## config.mk

```make
export PLATFORM = sky130hd
export DESIGN_NAME = mem_port_arbiter_flat
export DESIGN_NICKNAME = d
export VERILOG_FILES = /design/src/rtl/mem_port_arbiter_if.sv /design/src/rtl/mem_port_arbiter.sv /design/src/flat_wrapper.sv
export SDC_FILE = /design/constraint.sdc
export NUM_CORES = 1
export LEC_CHECK = 0
export ABC_CLOCK_PERIOD_IN_PS = 1900
export BUFFER_PORTS_ARGS = -buffer_cell sky130_fd_sc_hd__clkbuf_2
export CAP_MARGIN = 40
export CORE_UTILIZATION = 48
export DETAILED_ROUTE_END_ITERATION = 7
export GPL_TIMING_DRIVEN = 0
export PLACE_DENSITY = 0.9
export SLEW_MARGIN = 20
export SYNTH_ARGS = -nofsm -noshare
export SYNTH_HDL_FRONTEND = slang
export SYNTH_SLANG_ARGS = --single-unit
export TNS_END_PERCENT = 30
```

## constraint.sdc

```tcl
create_clock -name clk_i -period 1.9 [get_ports clk_i]
set_input_delay 0.38 -clock clk_i [delete_from_list [all_inputs] [get_ports clk_i]]
set_output_delay 0.38 -clock clk_i [all_outputs]
set_load 0.02 [all_outputs]
```

## src/rtl/mem_port_arbiter_if.sv

```systemverilog
// Fetch, data and memory-side signals of the shared memory port arbiter.
// Handshake: a requester holds req/addr/wdata/we stable until its one-cycle ready pulse.
interface mem_port_arbiter_if #(
    parameter int ADDR_W = 32,
    parameter int DATA_W = 32
);
    logic              if_req;
    logic [ADDR_W-1:0] if_addr;
    logic [DATA_W-1:0] if_rdata;
    logic              if_ready;

    logic              d_req;
    logic              d_we;
    logic [ADDR_W-1:0] d_addr;
    logic [DATA_W-1:0] d_wdata;
    logic [DATA_W-1:0] d_rdata;
    logic              d_ready;

    logic              m_en;
    logic              m_we;
    logic [ADDR_W-1:0] m_addr;
    logic [DATA_W-1:0] m_wdata;
    logic [DATA_W-1:0] m_rdata;

    modport slave (
        input  if_req, if_addr, d_req, d_we, d_addr, d_wdata, m_rdata,
        output if_rdata, if_ready, d_rdata, d_ready, m_en, m_we, m_addr, m_wdata
    );

    modport master (
        output if_req, if_addr, d_req, d_we, d_addr, d_wdata, m_rdata,
        input  if_rdata, if_ready, d_rdata, d_ready, m_en, m_we, m_addr, m_wdata
    );
endinterface

```

## src/rtl/mem_port_arbiter.sv

```systemverilog
// Arbitrates an instruction-fetch port and a data port onto one fixed-latency memory port.
// One access in flight at a time: IDLE -> ACCESS -> WAIT (LAT cycles) -> DONE.
module mem_port_arbiter #(
    parameter int ADDR_W = 32,
    parameter int DATA_W = 32,
    parameter int LAT    = 2,
    parameter int MAX_D  = 4
) (
    input  logic                clk_i,
    input  logic                rst_ni,
    mem_port_arbiter_if.slave   port_io,
    output logic [1:0]          state_o,
    output logic [3:0]          dcnt_o
);
    typedef enum logic [1:0] {
        IDLE   = 2'd0,
        ACCESS = 2'd1,
        WAIT   = 2'd2,
        DONE   = 2'd3
    } state_e;

    localparam logic [3:0] LAT_C   = 4'(LAT);
    localparam logic [3:0] MAX_D_C = 4'(MAX_D);

    state_e            state_q;
    logic [3:0]        dcnt_q, dcnt_d;
    logic [3:0]        wcnt_q;
    logic              fetch_q;
    logic              we_q;
    logic              m_en_q, m_we_q;
    logic [ADDR_W-1:0] m_addr_q;
    logic [DATA_W-1:0] m_wdata_q;
    logic [DATA_W-1:0] if_rdata_q, d_rdata_q;
    logic              if_ready_q, d_ready_q;

    logic fetch_turn, grant_d, grant_f;

    // Data has priority until it has starved a waiting fetch MAX_D times in a row.
    always_comb begin
        fetch_turn = port_io.if_req && (dcnt_q == MAX_D_C);
        grant_d    = port_io.d_req && !fetch_turn;
        grant_f    = port_io.if_req && !grant_d;
        dcnt_d     = dcnt_q;
        if (grant_d) begin
            if (!port_io.if_req)         dcnt_d = 4'd0;
            else if (dcnt_q != MAX_D_C)  dcnt_d = dcnt_q + 4'd1;
        end else if (grant_f) begin
            dcnt_d = 4'd0;
        end
    end

    always_ff @(posedge clk_i) begin
        if (!rst_ni) begin
            state_q    <= IDLE;
            dcnt_q     <= 4'd0;
            wcnt_q     <= 4'd0;
            fetch_q    <= 1'b0;
            we_q       <= 1'b0;
            m_en_q     <= 1'b0;
            m_we_q     <= 1'b0;
            m_addr_q   <= '0;
            m_wdata_q  <= '0;
            if_rdata_q <= '0;
            d_rdata_q  <= '0;
            if_ready_q <= 1'b0;
            d_ready_q  <= 1'b0;
        end else begin
            case (state_q)
                IDLE: begin
                    if (grant_d || grant_f) begin
                        fetch_q  <= grant_f;
                        we_q     <= grant_d && port_io.d_we;
                        m_en_q   <= 1'b1;
                        m_we_q   <= grant_d && port_io.d_we;
                        m_addr_q <= grant_d ? port_io.d_addr : port_io.if_addr;
                        if (grant_d) m_wdata_q <= port_io.d_wdata;
                        dcnt_q   <= dcnt_d;
                        state_q  <= ACCESS;
                    end
                end
                ACCESS: begin
                    m_en_q  <= 1'b0;
                    m_we_q  <= 1'b0;
                    wcnt_q  <= LAT_C;
                    state_q <= WAIT;
                end
                WAIT: begin
                    // Last wait cycle is the one where memory presents read data.
                    if (wcnt_q == 4'd1) begin
                        wcnt_q  <= 4'd0;
                        state_q <= DONE;
                        if (fetch_q) begin
                            if_rdata_q <= port_io.m_rdata;
                            if_ready_q <= 1'b1;
                        end else begin
                            if (!we_q) d_rdata_q <= port_io.m_rdata;
                            d_ready_q <= 1'b1;
                        end
                    end else begin
                        wcnt_q <= wcnt_q - 4'd1;
                    end
                end
                DONE: begin
                    if_ready_q <= 1'b0;
                    d_ready_q  <= 1'b0;
                    state_q    <= IDLE;
                end
                default: state_q <= IDLE;
            endcase
        end
    end

    assign port_io.m_en     = m_en_q;
    assign port_io.m_we     = m_we_q;
    assign port_io.m_addr   = m_addr_q;
    assign port_io.m_wdata  = m_wdata_q;
    assign port_io.if_rdata = if_rdata_q;
    assign port_io.if_ready = if_ready_q;
    assign port_io.d_rdata  = d_rdata_q;
    assign port_io.d_ready  = d_ready_q;
    assign state_o          = state_q;
    assign dcnt_o           = dcnt_q;
endmodule

```

## src/flat_wrapper.sv

```systemverilog
// flat-port wrapper written by rule: the top's interface ports become plain ports
module mem_port_arbiter_flat 
#(
    parameter int ADDR_W = 32,
    parameter int DATA_W = 32,
    parameter int LAT    = 2,
    parameter int MAX_D  = 4
)
  (clk_i, rst_ni, state_o, dcnt_o, port_io_if_req, port_io_if_addr, port_io_d_req, port_io_d_we, port_io_d_addr, port_io_d_wdata, port_io_m_rdata, port_io_if_rdata, port_io_if_ready, port_io_d_rdata, port_io_d_ready, port_io_m_en, port_io_m_we, port_io_m_addr, port_io_m_wdata);
  mem_port_arbiter_if #(.ADDR_W(ADDR_W), .DATA_W(DATA_W)) port_io_i ();
  input  logic clk_i;
  input  logic rst_ni;
  output logic [1:0] state_o;
  output logic [3:0] dcnt_o;
  input wire logic [$bits(port_io_i.if_req)-1:0] port_io_if_req;
  input wire logic [$bits(port_io_i.if_addr)-1:0] port_io_if_addr;
  input wire logic [$bits(port_io_i.d_req)-1:0] port_io_d_req;
  input wire logic [$bits(port_io_i.d_we)-1:0] port_io_d_we;
  input wire logic [$bits(port_io_i.d_addr)-1:0] port_io_d_addr;
  input wire logic [$bits(port_io_i.d_wdata)-1:0] port_io_d_wdata;
  input wire logic [$bits(port_io_i.m_rdata)-1:0] port_io_m_rdata;
  output wire logic [$bits(port_io_i.if_rdata)-1:0] port_io_if_rdata;
  output wire logic [$bits(port_io_i.if_ready)-1:0] port_io_if_ready;
  output wire logic [$bits(port_io_i.d_rdata)-1:0] port_io_d_rdata;
  output wire logic [$bits(port_io_i.d_ready)-1:0] port_io_d_ready;
  output wire logic [$bits(port_io_i.m_en)-1:0] port_io_m_en;
  output wire logic [$bits(port_io_i.m_we)-1:0] port_io_m_we;
  output wire logic [$bits(port_io_i.m_addr)-1:0] port_io_m_addr;
  output wire logic [$bits(port_io_i.m_wdata)-1:0] port_io_m_wdata;
  assign port_io_i.if_req = port_io_if_req;
  assign port_io_i.if_addr = port_io_if_addr;
  assign port_io_i.d_req = port_io_d_req;
  assign port_io_i.d_we = port_io_d_we;
  assign port_io_i.d_addr = port_io_d_addr;
  assign port_io_i.d_wdata = port_io_d_wdata;
  assign port_io_i.m_rdata = port_io_m_rdata;
  assign port_io_if_rdata = port_io_i.if_rdata;
  assign port_io_if_ready = port_io_i.if_ready;
  assign port_io_d_rdata = port_io_i.d_rdata;
  assign port_io_d_ready = port_io_i.d_ready;
  assign port_io_m_en = port_io_i.m_en;
  assign port_io_m_we = port_io_i.m_we;
  assign port_io_m_addr = port_io_i.m_addr;
  assign port_io_m_wdata = port_io_i.m_wdata;
  mem_port_arbiter #(.ADDR_W(ADDR_W), .DATA_W(DATA_W), .LAT(LAT), .MAX_D(MAX_D)) u_core (.clk_i(clk_i), .rst_ni(rst_ni), .port_io(port_io_i), .state_o(state_o), .dcnt_o(dcnt_o));
endmodule
```

==> implementation parameters <==
Parameter                              Value

Layout
  Final net count    1113
  Top library cells by usage in the layout, fill and taps aside    280 x clkbuf_2, 144 x dfxtp_1, 111 x nand2_1
  Diodes inserted    0
  Area added between synthesis and finish    35.5%
  Layout cells sized above 1    38.5%
  Fin area    8450 µm²
  Fraction of the core area covered by cells at the end of the flow    66.9%
  Leading cell type in the layout, fill and taps excluded    clkbuf_2

Clock network
  CTS tree    yes
  Root Driver    clkbuf_16
  Clock-pin slew on the worst setup and hold paths    0.06 ns
  Count of buffers added by post-CTS timing repair for setup    0
  Clock buffers created by TritonCTS    17
  H-Tree Level Count    4
  CTS Hold Bufs    0
  Maximum buffer depth of the clock tree    2
  Clock latency on the worst-skew pair    0.42 ns
  Total number of clock tree sinks    144

Status
  Status    finished, final reports clean

Synthesis
  Total standard cell area after synthesis    6230 µm²
  Top FF cell, synth    dfxtp_1
  Syn_area_per_cell    9.13 µm²
  Cell count after synthesis    683
  Ys Warns    0
  Synth Register Bits    144
  Number of library cell types mapped by synthesis    47
  Part of the Yosys area used for sequential elements    46.2%
  Syn_nets    825
  Share of flip-flops with an asynchronous set or reset    0%
  Post-synth EDFFs    0

GRT
  Overflow after GRT    0
  Antenna violations before repair    0
  Overall routing resource usage    28.3%
  Maximum number of pins on one net before global-route repair    17
  Vias in the first global route    5924
  First-pass GRT wire length    29.2 mm

Pwr
  Reported net switching power    3.93 mW
  Maximum ir drop on the vdd rail    694 µV
  Proportion of power drawn by the clock network    32.5%
  Sequential share of power    34.7%
  Power after layout    10.8 mW
  Static leakage    4.11 nW
  Logic pwr share    32.9%
  Power per Cell Area    1280 nW/µm²
  Internal power component    6.92 mW
  Switching share of power    36.2%

STA
  Maximum clock skew at final layout    0.00694 ns
  Worst slew margin relative to its limit    58.8%
  Final hold violation count    0
  Final critical delay including setup and external delays    1.81 ns
  Worst-case hold slack    0.185 ns
  Share of the clock period used by the worst path    95.5%
  F_max    0.551 GHz
  Max Slew Vio Count    0
  Setup-failing EPs final    0
  Setup TNS    0 ns
  Worst-Margin Slew    0.618 ns
  Unrepaired setup endpoints after global routing    yes

Worst setup path
  Type of the worst setup path    flop to flop
  Series of cell instances along the critical path    inv_1 > ha_1 > nand4b_4 > buf_2 > buf_2 > nand3_1 > a21oi_1
  Crit end category    flop
  Family of cells with the greatest summed delay on the critical path    buffers and inverters
  Reg2reg start    u_core.dcnt_o[0]
  Sum of buffers and inverters on the critical path    3
  Peak fanout along the critical path    10
  Critical path startpoint    u_core.dcnt_o[0]
  Worst setup SP type    flop
  CP required    2.24 ns
  Delay contributed by the slowest stage of the critical path    0.43 ns
  Arrival time of data at the critical path endpoint    2.16 ns
  Top cell by count, worst path    buf_2
  Cell at the slowest stage of the critical path    dfxtp_1

Floorplanning
  Floorplan die area    13400 µm²
  Effective utilization at floorplan    49.4%
  Core footprint    12600 µm²
  Die width    116 µm
  Cell Rows    41
  Die height    116 µm
  Boundary pin count    271

Min path
  Worst min-delay path class    input pin to flop
  Hold_sp    port_io_d_wdata[14]

Run
  Max-cap check violation count    0

Routing
  Via-to-Cell Ratio    5.42
  Detail-routed net length per standard cell    16.5 µm
  Routed vias    6271
  ANT nets after route    0
  Remaining design rule violation count    0
  Number of optimization iterations in the first detailed-route pass    5
  Post-Route WL    19.1 mm
  Initial DRC count    413

Placement
  Half-perimeter wire length after placement    13.9 mm
  Placed Instance Area    7800 µm²
  Final Wtd Congestion    0.894
  IO Port Bufs    269
==> flip-flops by register name, summed over array words and instances, names as in the netlist <==
register                 cells
u_core.port_io.d_rdata      32
u_core.port_io.if_ready      1
u_core.wcnt_q                4
u_core.fetch_q               1
u_core.dcnt_o                4
u_core.port_io.m_addr       32
u_core.port_io.m_en          1
u_core.we_q                  1
u_core.state_o               2
u_core.port_io.m_wdata      32
u_core.port_io.if_rdata     32
u_core.port_io.d_ready       1
u_core.port_io.m_we          1
==> per-stage QoR <==
step / setup slack, ns / cells
2_1_floorplan: 0.227 / 683
3_3_place_gp: 0.0410 / 1124
3_5_place_dp: -0.0211 / 1124
4_1_cts: 0.0305 / 1156
5_1_grt: -0.0229 / 1156
6_report: 0.0852 / 1156
==> routing by layer <==
layer	GRT usage, %	vias to the layer above	share of wire, %
met3	9.21	55	9.0
met2	49.8	301	49
li1	-	2985	-
met5	0	-	0
met1	30.6	2930	38
met4	13.8	0	3.4
==> cell families after synthesis <==
kind of cell | synth area share, %
simple gates | 15.0
compound gates | 20.4
buf+inv | 5.66
fa+ha+maj | 1.81
xor+xnor | 0.422
flops | 46.2
mux | 10.4
==> final timing paths <==
check	to	slack, ns	cells past startpoint
worst min-delay path	u_core.port_io.m_wdata[14]	0.19	3
worst max register to register	u_core.port_io.m_wdata[30]	0.09	7
worst max-delay path	u_core.port_io.m_wdata[30]	0.09	7
worst min register to register	u_core.port_io.if_rdata[10]	0.46	2
==> cell usage after synthesis, types with 3 or more instances <==
| library cell | n | area share, % |
|---|---|---|
| a211oi_2 | 30 | 6.0 |
| nand4_1 | 4 | 0.40 |
| ha_1 | 9 | 1.8 |
| dfxtp_1 | 144 | 46 |
| a211oi_1 | 34 | 4.1 |
| a21oi_1 | 39 | 3.1 |
| nor3_1 | 3 | 0.24 |
| o21ai_0 | 63 | 5.1 |
| nand3_1 | 36 | 2.9 |
| o21ai_1 | 3 | 0.24 |
| nor2_1 | 35 | 2.1 |
| clkbuf_2 | 3 | 0.24 |
| inv_1 | 7 | 0.42 |
| buf_6 | 7 | 1.3 |
| mux2i_1 | 65 | 10 |
| clkbuf_1 | 32 | 1.9 |
| nand2_1 | 111 | 6.7 |
| buf_2 | 21 | 1.7 |
==> timing repair <==
action / 4_1_cts / 5_1_grt
gates cloned: 0 / 0
gates resized for setup: 2 / 22
endpoints found under the setup margin: 2 / 72
==> worst reg2reg max path, cell delays in order, from the launching register on <==
cell and delay, ns:
dfxtp_1 0.43, inv_1 0.10, ha_1 0.27, nand4b_4 0.14
buf_2 0.27, buf_2 0.28, nand3_1 0.11, a21oi_1 0.14
==> power groups by stage <==
stage	registers, mW	clock network, mW	logic (mW)
finish	3.76	3.52	3.56
global route	3.81	3.70	3.89
CTS	3.76	3.56	3.51
detailed placement	3.81	0	3.47
global placement	3.79	0	3.42
floorplan	4.30	0	1.87
==> cell type report <==
type | count | area, µm²
clock buffer | 19 | 453
sequential | 144 | 2880
timing repair buffer | 269 | 1350
multi-input combinational | 467 | 3000
tap | 172 | 215
fill | 1020 | 4170
clock inverter | 13 | 174
inverter | 8 | 30.0
buffer | 64 | 345
No activity file was read; power rests on OpenSTA's default activity.
